==> config.mk <==
export PLATFORM = sky130hd
export DESIGN_NAME = fifo_wr_arbiter
export DESIGN_NICKNAME = d
export VERILOG_FILES = /design/src/rtl/fifo_arb_pkg.sv /design/src/rtl/rr_arbiter.sv /design/src/rtl/fifo_wr_arbiter.sv
export SDC_FILE = /design/constraint.sdc
export NUM_CORES = 1
export LEC_CHECK = 0
export ABC_AREA = 0
export CELL_PAD_IN_SITES_DETAIL_PLACEMENT = 0
export CELL_PAD_IN_SITES_GLOBAL_PLACEMENT = 1
export CORE_MARGIN = 2
export CORE_UTILIZATION = 46
export CTS_CLUSTER_SIZE = 20
export DETAILED_ROUTE_END_ITERATION = 12
export PLACE_DENSITY_LB_ADDON = 0.2
export SYNTH_ARGS = -nofsm -noshare
export SYNTH_HDL_FRONTEND = slang
export SYNTH_SLANG_ARGS = --single-unit
export TNS_END_PERCENT = 1
==> constraint.sdc <==
create_clock -name clk -period 4.85 [get_ports clk]
set_clock_uncertainty 0.2 [all_clocks]
set_input_delay 0.97 -clock clk [delete_from_list [all_inputs] [get_ports clk]]
set_output_delay 0.97 -clock clk [all_outputs]
set_load 0.01 [all_outputs]
==> src/rtl/fifo_arb_pkg.sv <==
// Shared types and helpers for the FIFO write arbiter.
// Arbiter state, source-index width and wrap-around increment.
package fifo_arb_pkg;

  typedef enum logic {
    IDLE,
    BURST
  } arb_state_e;

  function automatic int src_w(input int n);
    return (n > 2) ? $clog2(n) : 1;
  endfunction

  function automatic int next_idx(input int idx, input int n);
    return (idx + 1 >= n) ? 0 : idx + 1;
  endfunction

endpackage

==> src/rtl/rr_arbiter.sv <==
// Rotating-priority one-hot arbiter.
// Pointer advances past the released index on each release strobe.
module rr_arbiter
  import fifo_arb_pkg::*;
#(
  parameter  int N = 4,
  localparam int W = src_w(N)
) (
  input  logic         clk,
  input  logic         rst_n,
  input  logic [N-1:0] valid,
  input  logic         rel,
  input  logic [W-1:0] rel_idx,
  output logic [N-1:0] grant,
  output logic [W-1:0] win
);

  logic [W-1:0] ptr;

  always_ff @(posedge clk or negedge rst_n) begin
    if (!rst_n) begin
      ptr <= '0;
    end else if (rel) begin
      ptr <= W'(next_idx(int'(rel_idx), N));
    end
  end

  always_comb begin
    int           j;
    logic [W-1:0] idx;
    logic         found;
    grant = '0;
    win   = '0;
    found = 1'b0;
    j     = 0;
    idx   = '0;
    for (int i = 0; i < N; i++) begin
      j = int'(ptr) + i;
      if (j >= N) j = j - N;
      idx = W'(j);
      if (!found && valid[idx]) begin
        found      = 1'b1;
        grant[idx] = 1'b1;
        win        = idx;
      end
    end
  end

endmodule

==> src/rtl/fifo_wr_arbiter.sv <==
// Multi-producer burst arbiter feeding one fall-through FIFO.
// Head entries carry the index of the producer that wrote them.
module fifo_wr_arbiter
  import fifo_arb_pkg::*;
#(
  parameter  int  NUM_REQ   = 4,
  parameter  int  DEPTH     = 8,
  parameter  type T         = logic,
  parameter  int  MAX_BURST = 4,
  localparam int  SRC_W     = src_w(NUM_REQ),
  localparam int  CW        = $clog2(DEPTH + 1)
) (
  input  logic               clk,
  input  logic               rst_n,
  input  logic [NUM_REQ-1:0] req_valid,
  input  T                   req_data [NUM_REQ],
  input  logic [NUM_REQ-1:0] req_last,
  output logic [NUM_REQ-1:0] req_ready,
  output logic               out_valid,
  output T                   out_data,
  output logic [SRC_W-1:0]   out_src,
  input  logic               out_ready,
  output logic [CW-1:0]      count,
  output logic               full,
  output logic               empty
);

  localparam int PW = $clog2(DEPTH);
  localparam int BW = $clog2(MAX_BURST + 1);

  arb_state_e         state, state_n;
  logic [SRC_W-1:0]   lock, lock_n, win, src;
  logic [BW-1:0]      beats, beats_n;
  logic [NUM_REQ-1:0] grant;
  logic               rel, push, pop;
  logic [PW-1:0]      wr_ptr, rd_ptr;
  logic [CW-1:0]      count_n;
  T                   mem_data [DEPTH];
  logic [SRC_W-1:0]   mem_src  [DEPTH];

  rr_arbiter #(.N(NUM_REQ)) u_rr (
    .clk     (clk),
    .rst_n   (rst_n),
    .valid   (req_valid),
    .rel     (rel),
    .rel_idx (src),
    .grant   (grant),
    .win     (win)
  );

  assign src  = (state == BURST) ? lock : win;
  assign push = |req_ready;
  assign pop  = out_valid && out_ready;

  always_ff @(posedge clk or negedge rst_n) begin
    if (!rst_n) begin
      state <= IDLE;
      lock  <= '0;
      beats <= '0;
    end else begin
      state <= state_n;
      lock  <= lock_n;
      beats <= beats_n;
    end
  end

  always_comb begin
    state_n = state;
    lock_n  = lock;
    beats_n = beats;
    rel     = 1'b0;
    unique case (state)
      IDLE: begin
        if (push) begin
          if (req_last[win] || MAX_BURST == 1) begin
            rel = 1'b1;
          end else begin
            state_n = BURST;
            lock_n  = win;
            beats_n = BW'(1);
          end
        end
      end
      BURST: begin
        if (push) begin
          beats_n = beats + BW'(1);
          if (req_last[lock] || beats_n == BW'(MAX_BURST)) begin
            rel     = 1'b1;
            state_n = IDLE;
            beats_n = '0;
          end
        end
      end
    endcase
  end

  // Readies never look at out_ready: a full FIFO refuses even on a pop.
  always_comb begin
    req_ready = '0;
    if (rst_n) begin
      unique case (state)
        IDLE:  if (!full) req_ready = grant;
        BURST: req_ready[lock] = req_valid[lock] && !full;
      endcase
    end
  end

  always_ff @(posedge clk) begin
    if (push) begin
      mem_data[wr_ptr] <= req_data[src];
      mem_src[wr_ptr]  <= src;
    end
  end

  always_comb begin
    count_n = count;
    unique case ({push, pop})
      2'b10:   count_n = count + CW'(1);
      2'b01:   count_n = count - CW'(1);
      default: count_n = count;
    endcase
  end

  always_ff @(posedge clk or negedge rst_n) begin
    if (!rst_n) begin
      wr_ptr <= '0;
      rd_ptr <= '0;
      count  <= '0;
      full   <= 1'b0;
      empty  <= 1'b1;
    end else begin
      if (push)
        wr_ptr <= (wr_ptr == PW'(DEPTH - 1)) ? '0 : wr_ptr + PW'(1);
      if (pop)
        rd_ptr <= (rd_ptr == PW'(DEPTH - 1)) ? '0 : rd_ptr + PW'(1);
      count <= count_n;
      full  <= (count_n == CW'(DEPTH));
      empty <= (count_n == '0);
    end
  end

  assign out_valid = !empty;
  assign out_data  = mem_data[rd_ptr];
  assign out_src   = mem_src[rd_ptr];

endmodule

==> implementation parameters, run 1 <==
Parameter                              Value

Run
  Max-capacitance violation count ... 0

CTS
  Clk buf depth ... 2
  Number of clock sinks seen by CTS ... 44
  Clock latency reported for the late side of the worst-skew pair ... 0.29 ns
  CTS H-tree depth ... 2
  Clock Tree Root ... sky130_fd_sc_hd__clkbuf_8
  Clock transition at the registers of the reported paths ... 0.09 ns
  Clock buffer count from CTS ... 5
  TritonCTS clock tree ... yes

Timing
  Post-route clock period utilization ... 94.35%
  Unrepaired setup endpoints after global routing ... false
  Setup TNS ... 0 ns
  Transition at the pin with the smallest max-transition slack ... 0.5923 ns
  Final hold violation count ... 0
  Shortest clock period the worst path allows after layout ... 4.576 ns
  Final count of negative-setup-slack endpoints ... 0
  Number of max-slew violations in the final report ... 0
  Worst slew margin ... 60.43%
  Fmax achieved ... between 0.2 and 0.25 GHz

Pwr
  Pwr dens ... 750.2 nW/um^2
  Post-route total power ... 0.002473 W
  Static Leakage ... 1.302 nW
  IR drop worst, VDD ... 0.3232 mV

Yosys
  Number of synthesized register bits ... 44
  Top cells by instance count after synthesis ... sky130_fd_sc_hd__edfxtp_1, sky130_fd_sc_hd__dfrtp_1, sky130_fd_sc_hd__ha_1
  Async set-or-reset flop fraction in the synthesized netlist ... 45.45%
  Number of instances in the synthesized netlist ... 228
  Total nets after synthesis ... 261
  Count of cell types in the netlist ... 51
  Leading register cell type out of synthesis ... sky130_fd_sc_hd__edfxtp_1
  Yosys warning count ... 0
  Number of enable-type register cells in the synthesized netlist ... 24
  Cell accounting for the most synthesized area ... sky130_fd_sc_hd__edfxtp_1
  Syn avg cell area ... 11.87 sq um
  Synthesized area ... ~2700 sq um
  Area share of the largest cell type after synthesis ... 26.63%
  Most common cell in the netlist ... sky130_fd_sc_hd__edfxtp_1
  Sequential share of the synthesized area ... 45.17%
  Synth area leaders ... sky130_fd_sc_hd__edfxtp_1, sky130_fd_sc_hd__dfrtp_1, sky130_fd_sc_hd__ha_1, sky130_fd_sc_hd__mux4_2, sky130_fd_sc_hd__mux2i_1

Worst setup path
  Highest net fanout along the worst path ... 10
  Element type at the critical path start ... primary input
  Required time at the worst-slack endpoint ... 4.88 ns
  Crit path capture type ... flop
  Worst endpoint data arrival time ... 4.60 ns
  Critical path class ... in -> reg
  Internal reg-to-reg setup slack ... ~0.40 ns

Finish
  Final core utilization ... 58.77%
  Filler instances ... 499
  Post-route design area ... 3296 sq um
  Layout Area Growth over Synthesis ... 21.78%
  Number of inserted diodes ... 0
  Ratio of cells with drive above 1 in the final layout ... between 20% and 30%
  Nets ... 305
  Number of standard cells in the final layout excluding fillers ... 345

Placed design
  HPWL after detailed placement ... 4.345 mm
  Placed cell areas ... 3163 sq um
  Final Wtd Congestion ... 0.8319
  Count of placed standard cells including taps ... 337
  Count of buffers inserted at the top-level ports ... 28

Floorplanning
  Number of standard-cell rows in the floorplan ... 27
  Initial Utilization ... 48.26%
  Die width ... 80.71 um
  Core area ... 5608 sq um
  Total I/O pin count ... 29
  Die area ... 6513 sq um
  Die height ... 80.71 um

Global routing
  Vias in the first global route ... between 1500 and 2000
  Largest net degree at the start of global routing ... 21
  Remaining Overflow, GRT ... 0
  Total Routing Usage GR ... approximately 19%
  Number of antenna violations at the first check in global routing ... 0
  Wire length of the first global-routing pass ... around 9.6 mm

Drt
  DRC violation count after routing ... 0
  Total via count after detailed routing ... roughly 2000
  Violation count after the first detailed-route iteration ... between 100 and 150
  Vias per cell ... 5.719
  DR WL/cell ... between 15 and 20 um
  Number of optimization iterations in the first detailed-route pass ... 4
  Final routed wirelength across all metal layers ... between 5 and 6 mm
  Remaining number of nets flagged by the antenna check after routing ... 0

Outcome
  Run status ... completed

Hold path
  Path class of the lowest-slack min-delay path ... reg -> reg
report_power, final:
part	internal, W	leakage [nW]	switching [W]
registers	0.000616	0.457	0.000148
clock network	0.000155	0.0548	0.000125
logic	0.000707	0.790	0.000720
area by class of cell:
class / instances / area (sq um) / area share (%)
multi-input cells: 162 / 1391 / 42.22
flip-flops and latches: 44 / 1222 / 37.09
repair buffers: 48 / 430.4 / 13.06
well taps: 72 / 90.09 / 2.733
clock buffers: 5 / 68.82 / 2.088
clock inverters: 3 / 46.29 / 1.405
inverters: 11 / 46.29 / 1.405
routing by layer:
metal / vias up / part of all wire [%] / track usage, %
met5: - / 0 / 0
met1: 983 / 46 / 25.51
li1: 952 / - / -
met4: 0 / 1.4 / 6.102
met3: 8 / 2.1 / 2.360
met2: 30 / 50 / 33.17
per-stage QoR:
stage	worst slack [ns]	hold slack [ns]
final	0.2742	0.3177
after global routing	0.04701	0.3527
after CTS	0.2122	0.3216
after detailed placement	-0.08125	0.3089
after global placement	0.02860	0.3048
after floorplan	0.3135	0.2878
sequential cells by signal (all words and copies together) (netlist names):
name and flops:
u_rr.ptr 2, full 1, rd_ptr 3, count 4, state 1, beats 3, empty 1, lock 2
mem_src 16, wr_ptr 3, mem_data 8
critical path, stage by stage:
cell	delay, ns
sky130_fd_sc_hd__clkdlybuf4s50_1	0.45
sky130_fd_sc_hd__buf_4	0.19
sky130_fd_sc_hd__mux2i_1	0.15
sky130_fd_sc_hd__nor2_1	0.10
sky130_fd_sc_hd__o211ai_1	0.17
sky130_fd_sc_hd__a311oi_1	0.13
sky130_fd_sc_hd__o311a_1	0.37
sky130_fd_sc_hd__or4_4	0.56
sky130_fd_sc_hd__clkinv_4	0.06
sky130_fd_sc_hd__ha_1	0.18
sky130_fd_sc_hd__inv_1	0.08
sky130_fd_sc_hd__fa_1	0.38
sky130_fd_sc_hd__xor2_1	0.15
sky130_fd_sc_hd__o21ai_0	0.11
sky130_fd_sc_hd__or3_1	0.41
sky130_fd_sc_hd__nor2_1	0.13
cells by family after synthesis:
group / synth area share [%]
and+or+nand+nor: 10.91
DFF: 45.17
muxes: 16.69
AOI/OAI and AO/OA: 12.95
adders and majority gates: 8.599
xor gates and xnor gates: 1.618
buffers and inverters: 4.068
worst paths after layout:
check / from / endpoint / cells after the start
max reg2reg: u_rr.ptr[1] / empty / 16
min: count[3] / count[3] / 1
max: req_valid[3] / empty / 16
min reg2reg: count[3] / count[3] / 1
min in group asynchronous: rst_n / lock[1] / 2
max in group asynchronous: rst_n / empty / 2
cell usage in the layout, fill, tap and decap left out, drive strengths merged, types with 3 or more instances in the layout:
master         instances
xnor2                  3
clkbuf                 5
o311a                  4
nand2b                 6
mux2i                 14
inv                   11
ha                    17
nor3b                  8
nand2                 14
nor2                  15
edfxtp                24
mux4                   8
a311oi                 4
clkdlybuf4s50         28
o211ai                 6
o21ai                 16
a21oi                  5
dfrtp                 19
mux2                  11
buf                   20
nor3                   4
timing repair:
action                                  CTS  global route
resized for setup                         0             5
endpoints found under the setup margin    0             2
setup buffers                             0             0
hold buffers                              0             0
(Power assumes the default switching activity.)
==> inputs of run 2 (changes only) <==
--- a/config.mk
+++ b/config.mk
@@ -10,7 +10,6 @@
 export CELL_PAD_IN_SITES_GLOBAL_PLACEMENT = 1
 export CORE_MARGIN = 2
 export CORE_UTILIZATION = 46
-export CTS_CLUSTER_SIZE = 20
 export DETAILED_ROUTE_END_ITERATION = 12
 export PLACE_DENSITY_LB_ADDON = 0.2
 export SYNTH_ARGS = -nofsm -noshare
==> results of run 2 <==
Final layout, timing and power as in run 1 (identical DEF).
==> inputs of run 3 (changes only) <==
--- a/config.mk
+++ b/config.mk
@@ -12,6 +12,7 @@
 export CORE_UTILIZATION = 46
 export DETAILED_ROUTE_END_ITERATION = 12
 export PLACE_DENSITY_LB_ADDON = 0.2
+export SETUP_SLACK_MARGIN = 0.2
 export SYNTH_ARGS = -nofsm -noshare
 export SYNTH_HDL_FRONTEND = slang
 export SYNTH_SLANG_ARGS = --single-unit
==> constraint.sdc (replaced) <==
create_clock -name clk -period 4.85 [get_ports clk]
set_clock_uncertainty 0.2 [all_clocks]
set_input_delay 0.97 -clock clk [delete_from_list [all_inputs] [get_ports clk]]
set_output_delay 0.97 -clock clk [all_outputs]
set_load 0.005 [all_outputs]
==> implementation parameters, run 3 (same netlist as run 1, synthesis figures left out) <==
Parameter                              Value

Outcome
  Run status ... completed

Drt
  Total via count after detailed routing ... 1976
  Number of optimization iterations in the first detailed-route pass ... 4
  Final routed wirelength across all metal layers ... ~5.6 mm
  DR WL/cell ... around 16 um
  Remaining number of nets flagged by the antenna check after routing ... 0
  DRC violation count after routing ... 0
  Violation count after the first detailed-route iteration ... 99
  Vias per cell ... 5.711

Hold path
  Worst hold endpoint ... count[3]
  Launch instance of the worst min-delay path ... count[3]
  Worst hold path depth ... 1
  Path class of the lowest-slack min-delay path ... reg -> reg

Finish
  Nets ... between 300 and 400
  Layout Area Growth over Synthesis ... 23.90%
  Final core utilization ... between 50% and 60%
  Ratio of cells with drive above 1 in the final layout ... 22.99%
  Largest registers ... mem_src x16, mem_data x8, count x4
  Number of inserted diodes ... 0
  Register with the most flip-flops ... mem_src
  Largest register FFs ... 16
  Commonest cells after routing, fill and taps aside ... sky130_fd_sc_hd__clkdlybuf4s50_1, sky130_fd_sc_hd__edfxtp_1, sky130_fd_sc_hd__dfrtp_1, sky130_fd_sc_hd__buf_4, sky130_fd_sc_hd__ha_1

Pwr
  Post-route total power ... approximately 0.0025 W
  Pwr dens ... 749.2 nW/um^2
  IR drop worst, VDD ... ~0.36 mV
  Static Leakage ... between 1 and 1.5 nW

Timing
  Number of max-slew violations in the final report ... 0
  Shortest clock period the worst path allows after layout ... 4.364 ns
  Final count of negative-setup-slack endpoints ... 0
  Worst slew margin ... roughly 60%
  Final hold violation count ... 0
  Transition at the pin with the smallest max-transition slack ... 0.5923 ns
  Unrepaired setup endpoints after global routing ... false
  Fmax achieved ... between 0.2 and 0.25 GHz
  Post-route clock period utilization ... 89.97%
  Worst slack on hold paths ... 0.3027 ns

CTS
  Clock Tree Root ... sky130_fd_sc_hd__clkbuf_8
  Clk buf depth ... 2
  Clock latency reported for the late side of the worst-skew pair ... 0.29 ns
  TritonCTS clock tree ... yes
  Number of clock sinks seen by CTS ... 44
  Post-CTS Hold Fix Bufs ... 0
  Clock transition at the registers of the reported paths ... 0.09 ns
  Clock buffer count from CTS ... 5
  CTS H-tree depth ... 2

Run
  Max-capacitance violation count ... 0

Floorplanning
  Initial Utilization ... 48.26%
  Number of standard-cell rows in the floorplan ... 27
  Die area ... ~6500 sq um
  Core area ... 5608 sq um
  Die height ... between 80 and 90 um
  Total I/O pin count ... 29
  Die width ... 80.71 um

Global routing
  Wire length of the first global-routing pass ... 9.632 mm
  Vias in the first global route ... 1982
  Remaining Overflow, GRT ... 0
  Total Routing Usage GR ... 19.30%
  Number of antenna violations at the first check in global routing ... 0
  Largest net degree at the start of global routing ... 21

Worst setup path
  Highest net fanout along the worst path ... 8
  Internal reg-to-reg setup slack ... 0.49 ns
  Launch point of the worst reg-to-reg path ... u_rr.ptr[1]
  Worst endpoint data arrival time ... 4.40 ns
  Required time at the worst-slack endpoint ... just under 5 ns
  Reg-to-reg endpoint ... full
  Element type at the critical path start ... flop
  Crit path capture type ... flop
  Number of cells on the worst reg-to-reg path ... 16
  Critical path class ... reg -> reg

Placed design
  Count of buffers inserted at the top-level ports ... 28
  HPWL after detailed placement ... 4.345 mm
  Final Wtd Congestion ... 0.8319
[run 3: routing by layer]
layer  wire length [um]  GRT usage [%]
met5                  0              0
met4                 79          6.102
met3                143          2.360
met2               2844          33.17
met1               2541          25.51
[run 3: power breakdown]
part | switching (W) | internal, W | total, W
combinational | 0.000720 | 0.000748 | 0.00147
clock | 0.000126 | 0.000155 | 0.000281
sequential | 0.000147 | 0.000616 | 0.000764
total | 0.000992 | 0.00152 | 0.00251
[run 3: final cells by class]
type,count,area (sq um)
clock buffer,5,68.82
clock inverter,3,46.29
fill,487,2255
inverter,11,46.29
multi-input combinational,162,1424
sequential,44,1222
tap,72,90.09
timing repair buffer,49,455.4
[run 3: timing repair]
item | in CTS | in global routing
gates resized for setup | 0 | 20
endpoints found under the setup margin | 0 | 4
endpoints found under the hold margin | 0 | 0
buffers inserted | 0 | 1
[run 3: worst max-delay path, stage by stage (launching register included)]
cell and delay (ns):
sky130_fd_sc_hd__dfrtp_1 0.38, sky130_fd_sc_hd__inv_1 0.20, sky130_fd_sc_hd__ha_2 0.42, sky130_fd_sc_hd__mux2i_2 0.21, sky130_fd_sc_hd__mux2_4 0.33, sky130_fd_sc_hd__o211ai_1 0.09
sky130_fd_sc_hd__a311oi_1 0.13, sky130_fd_sc_hd__o311a_1 0.33, sky130_fd_sc_hd__or4_4 0.56, sky130_fd_sc_hd__clkinv_4 0.06, sky130_fd_sc_hd__ha_2 0.18, sky130_fd_sc_hd__inv_1 0.07
sky130_fd_sc_hd__fa_1 0.37, sky130_fd_sc_hd__xor2_1 0.16, sky130_fd_sc_hd__o21ai_1 0.09, sky130_fd_sc_hd__or3_4 0.40, sky130_fd_sc_hd__nor2b_1 0.11
[run 3: how the worst max path moves through the flow]
stage                     cells after the start         start     to
after CTS                                    15  req_valid[2]  empty
after global placement                       16  req_valid[3]   full
final                                        16   u_rr.ptr[1]   full
after floorplan                              19   u_rr.ptr[1]   full
after detailed placement                     15  req_valid[2]  empty
after global routing                         16   u_rr.ptr[1]   full
[run 3: stage by stage]
step	cells	setup WS (ns)	TNS, ns	cell area (sq um)
final	346	0.4862	0	3353
after CTS	345	0.2122	0	3278
after detailed placement	337	-0.08125	-0.1400	3163
after global placement	337	0.02860	0	3163
after floorplan	228	0.3477	0	2706
after global routing	346	0.2530	0	3353
